$ cat config.mk
export PLATFORM = sky130hd
export DESIGN_NAME = pixel_gap_filler_flat
export DESIGN_NICKNAME = d
export VERILOG_FILES = /design/src/rtl/pixel_gap_filler_if.sv /design/src/rtl/pixel_gap_filler.sv /design/src/flat_wrapper.sv
export SDC_FILE = /design/constraint.sdc
export NUM_CORES = 1
export LEC_CHECK = 0
export ABC_AREA = 1
export ABC_CLOCK_PERIOD_IN_PS = 2400
export BUFFER_PORTS_ARGS = -buffer_cell sky130_fd_sc_hd__clkbuf_2
export CORE_ASPECT_RATIO = 1.5
export CORE_MARGIN = 3
export CORE_UTILIZATION = 30
export DETAILED_ROUTE_END_ITERATION = 8
export GPL_ROUTABILITY_DRIVEN = 0
export GPL_TIMING_DRIVEN = 1
export SYNTH_ARGS = -nofsm -noshare
export SYNTH_HDL_FRONTEND = slang
export SYNTH_SLANG_ARGS = --single-unit
$ cat constraint.sdc
create_clock -name clk_div_by_two -period 2.4 [get_ports clk_div_by_two]
set_input_delay 0.24 -clock clk_div_by_two [delete_from_list [all_inputs] [get_ports clk_div_by_two]]
set_output_delay 0.24 -clock clk_div_by_two [all_outputs]
set_load 0.05 [all_outputs]
$ cat src/rtl/pixel_gap_filler_if.sv
// SRAM port bundle between the gap filler (master) and the frame buffer (slave).
interface pixel_gap_filler_if #(
    parameter int unsigned DATA_WIDTH = 32,
    parameter int unsigned ADDR_WIDTH = 18
);
    logic                  wren;
    logic [DATA_WIDTH-1:0] data_write;
    logic [DATA_WIDTH-1:0] data_read;
    logic [ADDR_WIDTH-1:0] address;

    modport master (output wren, data_write, address, input data_read);
    modport slave  (input wren, data_write, address, output data_read);
endinterface

$ cat src/rtl/pixel_gap_filler.sv
// In-place frame scan that sets a pixel to FILL_VALUE when both neighbours on the
// selected axis (Y, X or either) already hold FILL_VALUE.
module pixel_gap_filler #(
    parameter int unsigned           DATA_WIDTH = 32,
    parameter int unsigned           ADDR_WIDTH = 18,
    parameter int unsigned           IMG_WIDTH  = 320,
    parameter int unsigned           IMG_HEIGHT = 240,
    parameter int unsigned           MARGIN     = 7,
    parameter int unsigned           MODE       = 0,
    parameter logic [DATA_WIDTH-1:0] FILL_VALUE = DATA_WIDTH'(1),
    parameter int unsigned           WRITE_ALL  = 1
) (
    input  logic                 clk_div_by_two,
    input  logic                 reset,
    input  logic                 pause,
    input  logic                 enable,
    pixel_gap_filler_if.master   bus,
    output logic                 done
);
    localparam int unsigned NREADS    = (MODE == 2) ? 5 : 3;
    localparam int unsigned COL_FIRST = (MODE == 0) ? 0 : 1;
    localparam int unsigned COL_LAST  = (MODE == 0) ? IMG_WIDTH - 1 : IMG_WIDTH - 2;
    localparam int unsigned COL_W     = (IMG_WIDTH > 2) ? $clog2(IMG_WIDTH) : 1;
    localparam int unsigned PH_W      = 3;

    localparam logic [ADDR_WIDTH-1:0] FIRST_ADDR = ADDR_WIDTH'(MARGIN * IMG_WIDTH + COL_FIRST);
    localparam logic [ADDR_WIDTH-1:0] LAST_ADDR  =
        ADDR_WIDTH'((IMG_HEIGHT - 1 - MARGIN) * IMG_WIDTH + COL_LAST);
    localparam logic [ADDR_WIDTH-1:0] ROW_STEP   = ADDR_WIDTH'(IMG_WIDTH);
    localparam logic [ADDR_WIDTH-1:0] WRAP_STEP  = ADDR_WIDTH'(COL_FIRST + IMG_WIDTH - COL_LAST);
    localparam logic [ADDR_WIDTH-1:0] ONE        = ADDR_WIDTH'(1);
    localparam logic [COL_W-1:0]      COL_FIRST_C = COL_W'(COL_FIRST);
    localparam logic [COL_W-1:0]      COL_LAST_C  = COL_W'(COL_LAST);
    localparam logic [PH_W-1:0]       LAST_ISSUE  = PH_W'(NREADS - 1);
    localparam logic [PH_W-1:0]       LAST_CAP    = PH_W'(NREADS);

    typedef enum logic [1:0] {S_IDLE, S_READ, S_WRITE, S_DONE} state_t;

    state_t                state, state_n;
    logic [PH_W-1:0]       ph, ph_n;
    logic [COL_W-1:0]      col, col_n;
    logic [ADDR_WIDTH-1:0] c_addr, c_addr_n;
    logic [DATA_WIDTH-1:0] c_val, c_val_n;
    logic [3:0]            nb_eq, nb_n, nb_now;
    logic                  wren_q, wren_n, done_q, done_n;
    logic [DATA_WIDTH-1:0] data_write_q, data_write_n;
    logic [ADDR_WIDTH-1:0] address_q, address_n;
    logic [1:0]            slot;
    logic                  pair_v, pair_h, fill;
    logic [DATA_WIDTH-1:0] result;

    assign bus.wren       = wren_q;
    assign bus.data_write = data_write_q;
    assign bus.address    = address_q;
    assign done           = done_q;

    // Read index 1.. maps to neighbour A,B (Y) / L,R (X) / A,B,L,R (BOTH)
    function automatic logic [ADDR_WIDTH-1:0] nb_addr(input logic [ADDR_WIDTH-1:0] c,
                                                      input logic [PH_W-1:0]       idx);
        logic [ADDR_WIDTH-1:0] a;
        a = c;
        if (MODE == 1) begin
            case (idx)
                PH_W'(1): a = c - ONE;
                PH_W'(2): a = c + ONE;
                default:  a = c;
            endcase
        end else begin
            case (idx)
                PH_W'(1): a = c - ROW_STEP;
                PH_W'(2): a = c + ROW_STEP;
                PH_W'(3): a = c - ONE;
                PH_W'(4): a = c + ONE;
                default:  a = c;
            endcase
        end
        return a;
    endfunction

    // Neighbour equality bits: slots 0/1 vertical pair, 2/3 horizontal pair
    always_comb begin
        slot   = (MODE == 1) ? 2'(ph) : 2'(ph - PH_W'(2));
        nb_now = nb_eq;
        if (state == S_READ && ph >= PH_W'(2)) begin
            nb_now[slot] = (bus.data_read == FILL_VALUE);
        end
        pair_v = nb_now[0] & nb_now[1];
        pair_h = nb_now[2] & nb_now[3];
        fill   = (MODE == 0) ? pair_v : ((MODE == 1) ? pair_h : (pair_v | pair_h));
        result = fill ? FILL_VALUE : c_val;
    end

    always_comb begin
        state_n      = state;
        ph_n         = ph;
        col_n        = col;
        c_addr_n     = c_addr;
        c_val_n      = c_val;
        nb_n         = nb_eq;
        wren_n       = wren_q;
        data_write_n = data_write_q;
        address_n    = address_q;
        done_n       = done_q;
        case (state)
            S_IDLE: begin
                if (!done_q) begin
                    state_n   = S_READ;
                    ph_n      = '0;
                    col_n     = COL_FIRST_C;
                    c_addr_n  = FIRST_ADDR;
                    address_n = FIRST_ADDR;
                    nb_n      = '0;
                    wren_n    = 1'b0;
                end
            end
            S_READ: begin
                // Reads issue one per edge; captures trail their issue by two edges
                ph_n = ph + PH_W'(1);
                if (ph == PH_W'(1)) c_val_n = bus.data_read;
                if (ph >= PH_W'(2)) nb_n = nb_now;
                if (ph < LAST_ISSUE) address_n = nb_addr(c_addr, ph + PH_W'(1));
                if (ph == LAST_CAP) begin
                    state_n      = S_WRITE;
                    address_n    = c_addr;
                    data_write_n = result;
                    wren_n       = (WRITE_ALL != 0) || (result != c_val);
                end
            end
            S_WRITE: begin
                wren_n = 1'b0;
                if (c_addr == LAST_ADDR) begin
                    state_n = S_DONE;
                    done_n  = 1'b1;
                end else begin
                    state_n   = S_READ;
                    ph_n      = '0;
                    nb_n      = '0;
                    col_n     = (col == COL_LAST_C) ? COL_FIRST_C : col + COL_W'(1);
                    c_addr_n  = c_addr + ((col == COL_LAST_C) ? WRAP_STEP : ONE);
                    address_n = c_addr + ((col == COL_LAST_C) ? WRAP_STEP : ONE);
                end
            end
            S_DONE: begin
                state_n = S_DONE;
            end
            default: state_n = S_IDLE;
        endcase
    end

    // Reset and a low enable both abort; pause freezes everything else
    always_ff @(posedge clk_div_by_two) begin
        if (reset || !enable) begin
            state        <= S_IDLE;
            ph           <= '0;
            col          <= '0;
            c_addr       <= '0;
            c_val        <= '0;
            nb_eq        <= '0;
            wren_q       <= 1'b0;
            data_write_q <= '0;
            address_q    <= '0;
            done_q       <= 1'b0;
        end else if (!pause) begin
            state        <= state_n;
            ph           <= ph_n;
            col          <= col_n;
            c_addr       <= c_addr_n;
            c_val        <= c_val_n;
            nb_eq        <= nb_n;
            wren_q       <= wren_n;
            data_write_q <= data_write_n;
            address_q    <= address_n;
            done_q       <= done_n;
        end
    end
endmodule

$ cat src/flat_wrapper.sv
// flat-port wrapper written by rule: the top's interface ports become plain ports
module pixel_gap_filler_flat 
#(
    parameter int unsigned           DATA_WIDTH = 32,
    parameter int unsigned           ADDR_WIDTH = 18,
    parameter int unsigned           IMG_WIDTH  = 320,
    parameter int unsigned           IMG_HEIGHT = 240,
    parameter int unsigned           MARGIN     = 7,
    parameter int unsigned           MODE       = 0,
    parameter logic [DATA_WIDTH-1:0] FILL_VALUE = DATA_WIDTH'(1),
    parameter int unsigned           WRITE_ALL  = 1
)
  (clk_div_by_two, reset, pause, enable, done, bus_wren, bus_data_write, bus_address, bus_data_read);
  pixel_gap_filler_if #(.DATA_WIDTH(DATA_WIDTH), .ADDR_WIDTH(ADDR_WIDTH)) bus_i ();
  input  logic clk_div_by_two;
  input  logic reset;
  input  logic pause;
  input  logic enable;
  output logic done;
  output wire logic [$bits(bus_i.wren)-1:0] bus_wren;
  output wire logic [$bits(bus_i.data_write)-1:0] bus_data_write;
  output wire logic [$bits(bus_i.address)-1:0] bus_address;
  input wire logic [$bits(bus_i.data_read)-1:0] bus_data_read;
  assign bus_wren = bus_i.wren;
  assign bus_data_write = bus_i.data_write;
  assign bus_address = bus_i.address;
  assign bus_i.data_read = bus_data_read;
  pixel_gap_filler #(.DATA_WIDTH(DATA_WIDTH), .ADDR_WIDTH(ADDR_WIDTH), .IMG_WIDTH(IMG_WIDTH), .IMG_HEIGHT(IMG_HEIGHT), .MARGIN(MARGIN), .MODE(MODE), .FILL_VALUE(FILL_VALUE), .WRITE_ALL(WRITE_ALL)) u_core (.clk_div_by_two(clk_div_by_two), .reset(reset), .pause(pause), .enable(enable), .bus(bus_i), .done(done));
endmodule
Word-level counts from Yosys, hierarchy flattened
Index checks and enable logic that the tools add are counted.
{"block": "classes", "n_reduce_logical": 17, "eq_ne": 17, "n_addsub": 6, "order_cmp": 4, "bitwise_logic": 2, "muxes": 26}
{"op": "18-bit two-way mux", "count": 4}
{"op": "18-bit one-hot mux with 4 select lines", "count": 1}
{"op": "18-bit one-hot mux with 3 select lines", "count": 1}
{"op": "18-bit one-hot mux with 2 select lines", "count": 1}
{"op": "32-bit by 1-bit == test with 1-bit output (second input constant)", "count": 1}
{"op": "32-bit two-way mux", "count": 1}
{"op": "18-bit by 1-bit adder with 18-bit output (second input constant)", "count": 1}
{"op": "18-bit by 9-bit adder with 18-bit output (second input constant)", "count": 1}
{"op": "18-bit by 17-bit == test with 1-bit output (second input constant)", "count": 1}
{"op": "18-bit by 1-bit subtractor with 18-bit output (second input constant)", "count": 1}
{"op": "18-bit by 9-bit subtractor with 18-bit output (second input constant)", "count": 1}
{"op": "4-bit two-way mux", "count": 4}
{"op": "4-bit one-hot mux with 3 select lines", "count": 1}
{"op": "3-bit AND reduction", "count": 4}
{"op": "4-bit AND reduction", "count": 3}
{"op": "2-bit != test (second input constant)", "count": 5}
{"op": "5-bit AND reduction", "count": 2}
{"op": "3-bit by 2-bit == test with 1-bit output (second input constant)", "count": 3}
{"op": "3-bit one-hot mux with 3 select lines", "count": 1}
{"op": "2-bit one-hot mux with 4 select lines", "count": 1}
{"op": "3-bit by 1-bit == test with 1-bit output (second input constant)", "count": 2}
{"op": "2-bit two-way mux", "count": 3}
{"op": "3-bit two-way mux", "count": 2}
{"op": "6-bit AND reduction", "count": 1}
{"op": "other kinds (22)", "count": 26}
{"block": "totals", "ff_bits": 111, "in_bits": 36, "elab_cells": 82}

Longest topological paths before layout
Gate-level depths: netlist of the first run.
{"block": "logic_depth", "depth_word": 9, "depth_mapped": 18, "depth_no_buf": 18}

Least setup slack after synthesis of the first run
OpenSTA, ideal clock, no wires.
{"block": "synth_path", "path_type": "register -> register", "startpoint": "register u_core.ph[0]", "endpoint": "register u_core.address_q[14], in the netlist u_core.bus.address[14]", "arrival_time_ns": 2.410, "required_time_ns": 2.259, "path_slack_ns": -0.150, "setup_ns": 0.141, "n_path_buf": 0, "stages_incl_launch_ff": 19, "path_cell_list": "dfxtp_1 -> ha_1 -> ha_1 -> nand2_1 -> inv_1 -> fa_1 -> inv_1 -> nand2_1 -> nand2_1 -> and2_1 -> nand2_1 -> nand2_1 -> nand2_1 -> nand3_1 -> nand4_1 -> nand2_1 -> nand2_1 -> nand2_1 -> a21oi_2"}
{"block": "synth_via", "elab_chain_cells": 6, "elab_cells_between_ends": 13, "classes_between": "1 x add/sub; 1 x order compare; 6 x eq/ne; 4 x mux; 1 x reduce/logical"}
{"item": "start, declared", "line": "pixel_gap_filler.sv:40", "text": "logic [PH_W-1:0] ph, ph_n;"}
{"item": "start signal, assigned", "line": "pixel_gap_filler.sv:165", "text": "ph <= ph_n;"}
{"item": "3-bit by 1-bit adder with 3-bit output", "line": "pixel_gap_filler.sv:121", "text": "if (ph < LAST_ISSUE) address_n = nb_addr(c_addr, ph + PH_W'(1));"}
{"item": "3-bit == test, or another cell as far along", "line": "pixel_gap_filler.sv:69", "text": "case (idx)"}
{"item": "18-bit one-hot mux with 4 select lines", "line": "pixel_gap_filler.sv:69"}
{"item": "18-bit two-way mux", "line": "pixel_gap_filler.sv:121"}
{"item": "18-bit two-way mux", "line": "pixel_gap_filler.sv:122", "text": "if (ph == LAST_CAP) begin"}
{"item": "18-bit one-hot mux with 3 select lines", "line": "pixel_gap_filler.sv:104", "text": "case (state)"}
{"item": "end signal, assigned", "line": "pixel_gap_filler.sv:172", "text": "address_q <= address_n;"}
{"item": "end, declared", "line": "pixel_gap_filler.sv:47", "text": "logic [ADDR_WIDTH-1:0] address_q, address_n;"}
Parallel ways exist; a longest one is shown, timed or not. The select of a mux whose other input is x is not followed.
A chain may end at the register's enable or synchronous reset.

Worst setup path in the final report of the first run
{"block": "layout_path", "startpoint": "register u_core.ph[1]", "endpoint": "register u_core.address_q[12], in the netlist u_core.bus.address[12]"}
Same word-level chain as after synthesis.

==> flow_metrics.tcl, run 1 <==
set metrics [dict create \
    layout_setup_ws_ns 0.00466 \
    rrSetupSlack_ns 0.005 \
    yosysWarnings 0 \
    rsz0062_at_grt "true" \
    layout.nets 1157 \
    drive_above_1_share_pct 23.7 \
    synthAdderAreaFrac_pct 4.76 \
    dieHeight_um 186 \
    cp-end-kind "flip-flop" \
    yosysTopAreaCell "dfxtp_1" \
    drt_iter0_drc 348 \
    fmax_mhz 417 \
    dpl_worst_slack_ns -0.181 \
    rr_endpoint "u_core.bus.address[12]" \
    start_util_pct 30.6 \
    min_to "u_core.c_val[0]" \
    setup_viol 0 \
    dp.cells 1346 \
    synth_top_family_by_area "simple AND/OR/NAND/NOR gates" \
    finalHoldViolCount 0 \
    synth_area_sq_mm 0.00646 \
    peakVddDrop_mv 0.389 \
    synth-seq-cells 109 \
    drc 0 \
    core_area_sq_mm 0.0211 \
    cts_sinks 109 \
    cts_tree "yes" \
    antenna_found_initial 0 \
    synth_compound_area_share_pct 18.7 \
    status "finished, final reports clean" \
    grt_pass1_wl_um 31500 \
    crit_chain "ha_4 -> ha_4 -> nand2_8 -> inv_4 -> fa_2 -> inv_2 -> nand2_2 -> nand2_2 -> nand4_1 -> nand3_1 -> nand2_1 -> nor2_2 -> nor2_1 -> nand2_1 -> nand3_1 -> nand2_1 -> nand2_1 -> a21oi_2" \
    min_from "bus_data_read[0]" \
    syn_area_per_cell_sq_um 6.55 \
    start_kind "flip-flop" \
    num_vias 6680 \
    regToRegStartpoint "u_core.ph[1]" \
    synthArstFlopShare_pct 0 \
    cts_hold_buf 0 \
    seq_area_frac_synth_pct 33.8 \
    worstHoldPathType "input port to flip-flop" \
    maxCapViolations 0 \
    drv_slew 0 \
    p_per_area_mw_per_mm2 520 \
    yosysMostFrequentCell "nand2_1" \
    dpl.hpwl_um 14300 \
    max_stage_delay_ns 0.35 \
    synth.top_cells.by_area "dfxtp_1 34%, nand2_1 13%, nor2_1 9.1%" \
    synthXorXnorAreaFrac_pct 2.03 \
    portBuffers 87 \
    ios 88 \
    stdcell_count 1370 \
    crit_type "flip-flop to flip-flop" \
    synth_cell_types 46 \
    syn_to_final_growth_pct 25.5 \
    timing.slew.headroom_pct 39.2 \
    dieArea_sq_mm 0.0234 \
    r2r_cells 18 \
    path_clk_slew_ns 0.08 \
    antennaDiodeCount 0 \
    drt_wl_total_um 19700 \
    post_drt_wl_per_cell_um 14.4 \
    synth_cells 987 \
    synth_top_area_share_pct 33.8 \
    muxShareOfSynthArea_pct 0 \
    synth_simple_gate_area_share_pct 32.0 \
    crit_required_ns 2.68 \
    grt_max_degree 90 \
    synthTopCellsByCount "225 x nand2_1, 157 x nor2_1, 117 x o21ai_0" \
    slowest_stage "fa_2" \
    std_cell_rows 65 \
    numCtsBuffers 9 \
    total_power_mw 4.22 \
    insertion_delay_ns 0.36 \
    crit_top_cell "nand2_1" \
    syn-num-nets 1047 \
    die_w_um 126 \
    clockBufferDepth 2 \
    avgViaCountPerCell 4.88 \
    grt_pass1_vias 6282 \
    synth_ff_type "dfxtp_1" \
    power_leakage_nw 3.47 \
    fillers 2290 \
    critPathArrivalTime_ns 2.68 \
    cp_max_fo 8 \
    fin_crit_ns 2.40 \
    grt_usage_pct 16.5 \
    worst_pin_slew_ns 0.912 \
    skew_ns 0.00995 \
    fin_crit_sh_pct 99.8 \
    ant_nets 0 \
    whs_path_depth 3 \
    grt_overflow 0 \
    cts_root_buf "clkbuf_16" \
    dr.pass1.iters 5 \
    synth-edff-count 0 \
    h-tree-depth 3 \
]
-- worst max-delay path: cells and delay by family, from the launching register on --
kind	cells	cell delay (ns)
flip-flops	1	0.34
adder cells (fa/ha/maj)	3	0.76
AO/OA/AOI/OAI	1	0.12
buffers and inverters	2	0.12
AND/OR/NAND/NOR	12	0.98
-- power by group --
| part | total, mW | internal [mW] | leakage (nW) | switching [mW] |
|---|---|---|---|---|
| Sequential | 1.86 | 1.83 | 0.881 | 0.0304 |
| Clock | 1.60 | 0.835 | 0.151 | 0.760 |
| Combinational | 0.765 | 0.292 | 2.44 | 0.473 |
| Total | 4.22 | 2.95 | 3.47 | 1.26 |
-- worst max path at each step --
stage	from	endpoint	slack (ns)	cells after the start
finish	u_core.ph[1]	u_core.bus.address[12]	0.005	18
global route	u_core.ph[1]	u_core.bus.address[12]	-0.15	18
CTS	u_core.ph[1]	u_core.bus.address[12]	0.002	18
detailed placement	u_core.ph[0]	u_core.bus.address[13]	-0.18	16
global placement	u_core.ph[0]	u_core.bus.address[11]	-0.14	13
floorplan	u_core.ph[0]	u_core.bus.address[14]	0.01	18
-- cell usage in the layout (no fill, tap or decap), drive strengths merged, types with 2 or more instances in the layout --
cell type,n
o21bai,5
nor4,3
o221ai,2
clkinvlp,2
dfxtp,109
inv,80
clkinv,5
a31oi,4
o21ai,120
nand2,240
ha,23
clkbuf,96
a21o,2
nor3,7
a21oi,84
or2,3
a211oi,3
nand3,58
nor2,161
xnor2,2
nand4,12
buf,60
xor2,13
-- logic make-up (layout without fill, tap and decap cells) --
kind of cell / after synthesis / count (layout)
compound gates: 224 / 224
buf+inv: 129 / 244
xor+xnor: 15 / 15
flops: 109 / 109
simple gates: 486 / 486
fa+ha+maj: 24 / 24
-- state kept, by name, summed over array words and instances (netlist names) --
| register | flops |
|---|---|
| u_core.done | 1 |
| u_core.nb_eq | 2 |
| u_core.bus.address | 18 |
| u_core.c_val | 32 |
| u_core.state | 2 |
| u_core.c_addr | 18 |
| u_core.bus.data_write | 32 |
| u_core.ph | 3 |
| u_core.bus.wren | 1 |
-- stage by stage --
step / TNS, ns / hold slack [ns] / area [sq um] / utilization, %
2_1_floorplan: 0 / 0.389 / 6470 / -
3_3_place_gp: -0.899 / 0.445 / 7410 / 35.0
3_5_place_dp: -1.42 / 0.450 / 7410 / 35.0
4_1_cts: 0 / 0.119 / 7890 / 37.3
5_1_grt: -0.712 / 0.160 / 8110 / 38.4
6_report: 0 / 0.146 / 8110 / 38.4
-- per-layer routing --
layer	vias up	routed length (um)	track usage, %
li1	3432	-	-
met1	3008	7810	18.4
met2	195	9940	29.9
met3	45	1070	3.47
met4	0	863	7.77
met5	-	0	0
-- area by class of cell --
cell class                      count  area (sq um)  share of cell area [%]
Timing Repair Buffer              147           930                    11.5
Sequential cell                   109          2180                    26.9
Clock inverter                      7          91.3                    1.13
Clock buffer                        9           225                    2.78
Inverter                           81           313                    3.86
Multi-Input combinational cell    749          4030                    49.7
Tap cell                          268           335                    4.13
-- timing repair --
| action | in CTS | in global routing |
|---|---|---|
| resized for setup | 27 | 40 |
| setup buffers | 1 | 7 |
| endpoints found under the setup margin | 10 | 18 |
| gates cloned | 0 | 0 |
| pin swaps | 6 | 15 |
Power figures use the tool's default switching activity.
==> run 2: changes to the inputs <==
ABC_AREA = not set   (was 1)
==> flow_metrics.tcl, run 2 <==
set metrics [dict create \
    avgViaCountPerCell 5.27 \
    post_drt_wl_per_cell_um 16.7 \
    num_vias 6660 \
    layout.nets 1054 \
    final.setup.tns_ns -1.09 \
    layout_common_cells "134 x buf_4, 118 x nand2_1, 107 x dfxtp_1" \
    synth-seq-cells 109 \
    core_area_sq_mm 0.0205 \
    fin_crit_ns 2.62 \
    yosysTopAreaCell "dfxtp_1" \
    stdcell_count 1263 \
    cts_tree "yes" \
    layout_setup_ws_ns -0.218 \
    dr.pass1.iters 5 \
    rsz0062_at_grt "true" \
    drive_above_1_share_pct 31.4 \
    grt_pass1_vias 6451 \
    cp_max_fo 4 \
    syn_area_per_cell_sq_um 7.70 \
    power_leakage_nw 3.30 \
    synth.top_cells.by_area "dfxtp_1 35%, a21oi_1 7.3%, nand2_1 7.2%" \
    dpl.hpwl_um 16100 \
    cts_root_buf "clkbuf_16" \
    yosysWarnings 0 \
    drt_iter0_drc 313 \
    fin_crit_sh_pct 109 \
    dp.cells 1240 \
    dpl_worst_slack_ns -0.295 \
    grt_overflow 0 \
    synthArstFlopShare_pct 0 \
    setup.worst_path.start "u_core.ph[1]" \
    syn-num-nets 878 \
    dieArea_sq_mm 0.0228 \
    antennaDiodeCount 0 \
    status "finished, violations left" \
    violations "setup timing" \
    synth_cells 818 \
    synthTopCellsByCount "121 x nand2_1, 109 x dfxtp_1, 92 x a21oi_1" \
    critPathArrivalTime_ns 2.87 \
    timing.slew.headroom_pct 65.3 \
    finalHoldViolCount 0 \
    syn_to_final_growth_pct 34.9 \
    grt_max_degree 76 \
    drt_wl_total_um 21100 \
    ant_nets 0 \
    maxCapViolations 0 \
    peakVddDrop_mv 0.451 \
    regToRegStartpoint "u_core.ph[1]" \
    path_clk_slew_ns 0.08 \
    crit_type "flip-flop to flip-flop" \
    synth_area_sq_mm 0.00630 \
    skew_ns 0.0104 \
    synth-edff-count 0 \
    p_per_area_mw_per_mm2 438 \
    yosysMostFrequentCell "nand2_1" \
    cts_hold_buf 0 \
    rrSetupSlack_ns -0.22 \
    antenna_found_initial 0 \
    start_kind "flip-flop" \
    clockBufferDepth 2 \
    ios 88 \
    placed_area_sq_mm 0.00793 \
    grt_usage_pct 18.1 \
    insertion_delay_ns 0.36 \
    synth_ff_type "dfxtp_1" \
    worst_pin_slew_ns 0.515 \
    drv_slew 0 \
    fmax_mhz 382 \
    synth_cell_types 70 \
    r2r_cells 12 \
    drc 0 \
    design_area_sq_mm 0.00849 \
    dieHeight_um 183 \
    std_cell_rows 64 \
    worstHoldPathType "input port to flip-flop" \
    endpoint "u_core.bus.address[16]" \
    grt_pass1_wl_um 33800 \
    start_util_pct 30.7 \
    setup_viol 8 \
    portBuffers 87 \
    cts_sinks 109 \
    h-tree-depth 3 \
    seq_area_frac_synth_pct 34.7 \
    rr_endpoint "u_core.bus.address[16]" \
    final_common_cell "buf_4" \
    die_w_um 124 \
    crit_required_ns 2.65 \
    post-route-util_pct 41.4 \
    synth_top_area_share_pct 34.7 \
    numCtsBuffers 9 \
    cp-end-kind "flip-flop" \
]
## run 2: cell families (layout without fill, tap and decap cells)
family                     after synthesis  in the layout  share of synthesized area [%]
buffers and inverters                   83            264                           5.74
AOI/OAI and AO/OA                      255            255                           26.2
and+or+nand+nor                        326            326                           25.6
DFF                                    109            109                           34.7
adders and majority gates               24             24                           4.89
muxes                                    2              2                          0.318
xor gates and xnor gates                19             19                           2.64
## run 2: power breakdown
| group | leakage (nW) | internal [mW] | switching (mW) | total (mW) |
|---|---|---|---|---|
| Combinational | 2.27 | 0.156 | 0.218 | 0.374 |
| Sequential | 0.880 | 1.81 | 0.00834 | 1.82 |
| Clock | 0.148 | 0.743 | 0.781 | 1.52 |
## run 2: worst min-delay path by stage
stage / from / endpoint / slack, ns / depth (start not counted)
floorplan: bus_data_read[0] / u_core.c_val[0] / 0.38 / 2
global placement: u_core.bus.address[5] / u_core.bus.address[5] / 0.44 / 1
detailed placement: u_core.bus.address[5] / u_core.bus.address[5] / 0.44 / 1
CTS: bus_data_read[14] / u_core.c_val[14] / 0.1 / 3
global route: bus_data_read[28] / u_core.c_val[28] / 0.11 / 3
finish: bus_data_read[8] / u_core.c_val[8] / 0.10 / 3
## run 2: metrics by stage
step                total power, mW  hold slack [ns]
finish                         3.72            0.103
global route                   3.85            0.114
CTS                            3.74           0.0951
detailed placement             2.22            0.439
global placement               2.22            0.436
floorplan                      2.06            0.376
## run 2: routing by layer
metal	global-route usage [%]	vias up	part of all wire [%]
li1	-	3290	-
met4	12.9	0	7.2
met3	2.47	61	3.9
met5	0	-	0
met1	19.6	3119	38
met2	32.4	190	51
## run 2: final cells by class
class	instances	area [sq um]
clock inverter	7	73.8
inverter	20	80.1
tap	264	330
timing repair buffer	228	1550
multi-input combinational	626	4050
clock buffer	9	225
fill	2211	12000
sequential	109	2190
## run 2: timing repair
item	in CTS	in global routing
gates resized for setup	18	31
hold endpoints to repair	0	0
endpoints found under the setup margin	17	26
pin swaps	11	5
buffers inserted	5	3
## run 2: critical path, stage by stage, from the launching register on
cell      delay, ns
dfxtp_4        0.37
ha_4           0.17
ha_4           0.30
nand2_8        0.09
inv_6          0.07
ha_4           0.20
nor2b_4        0.13
o31a_1         0.32
o31ai_2        0.20
o311ai_1       0.13
o21ai_1        0.14
a21oi_1        0.07
or3_1          0.33
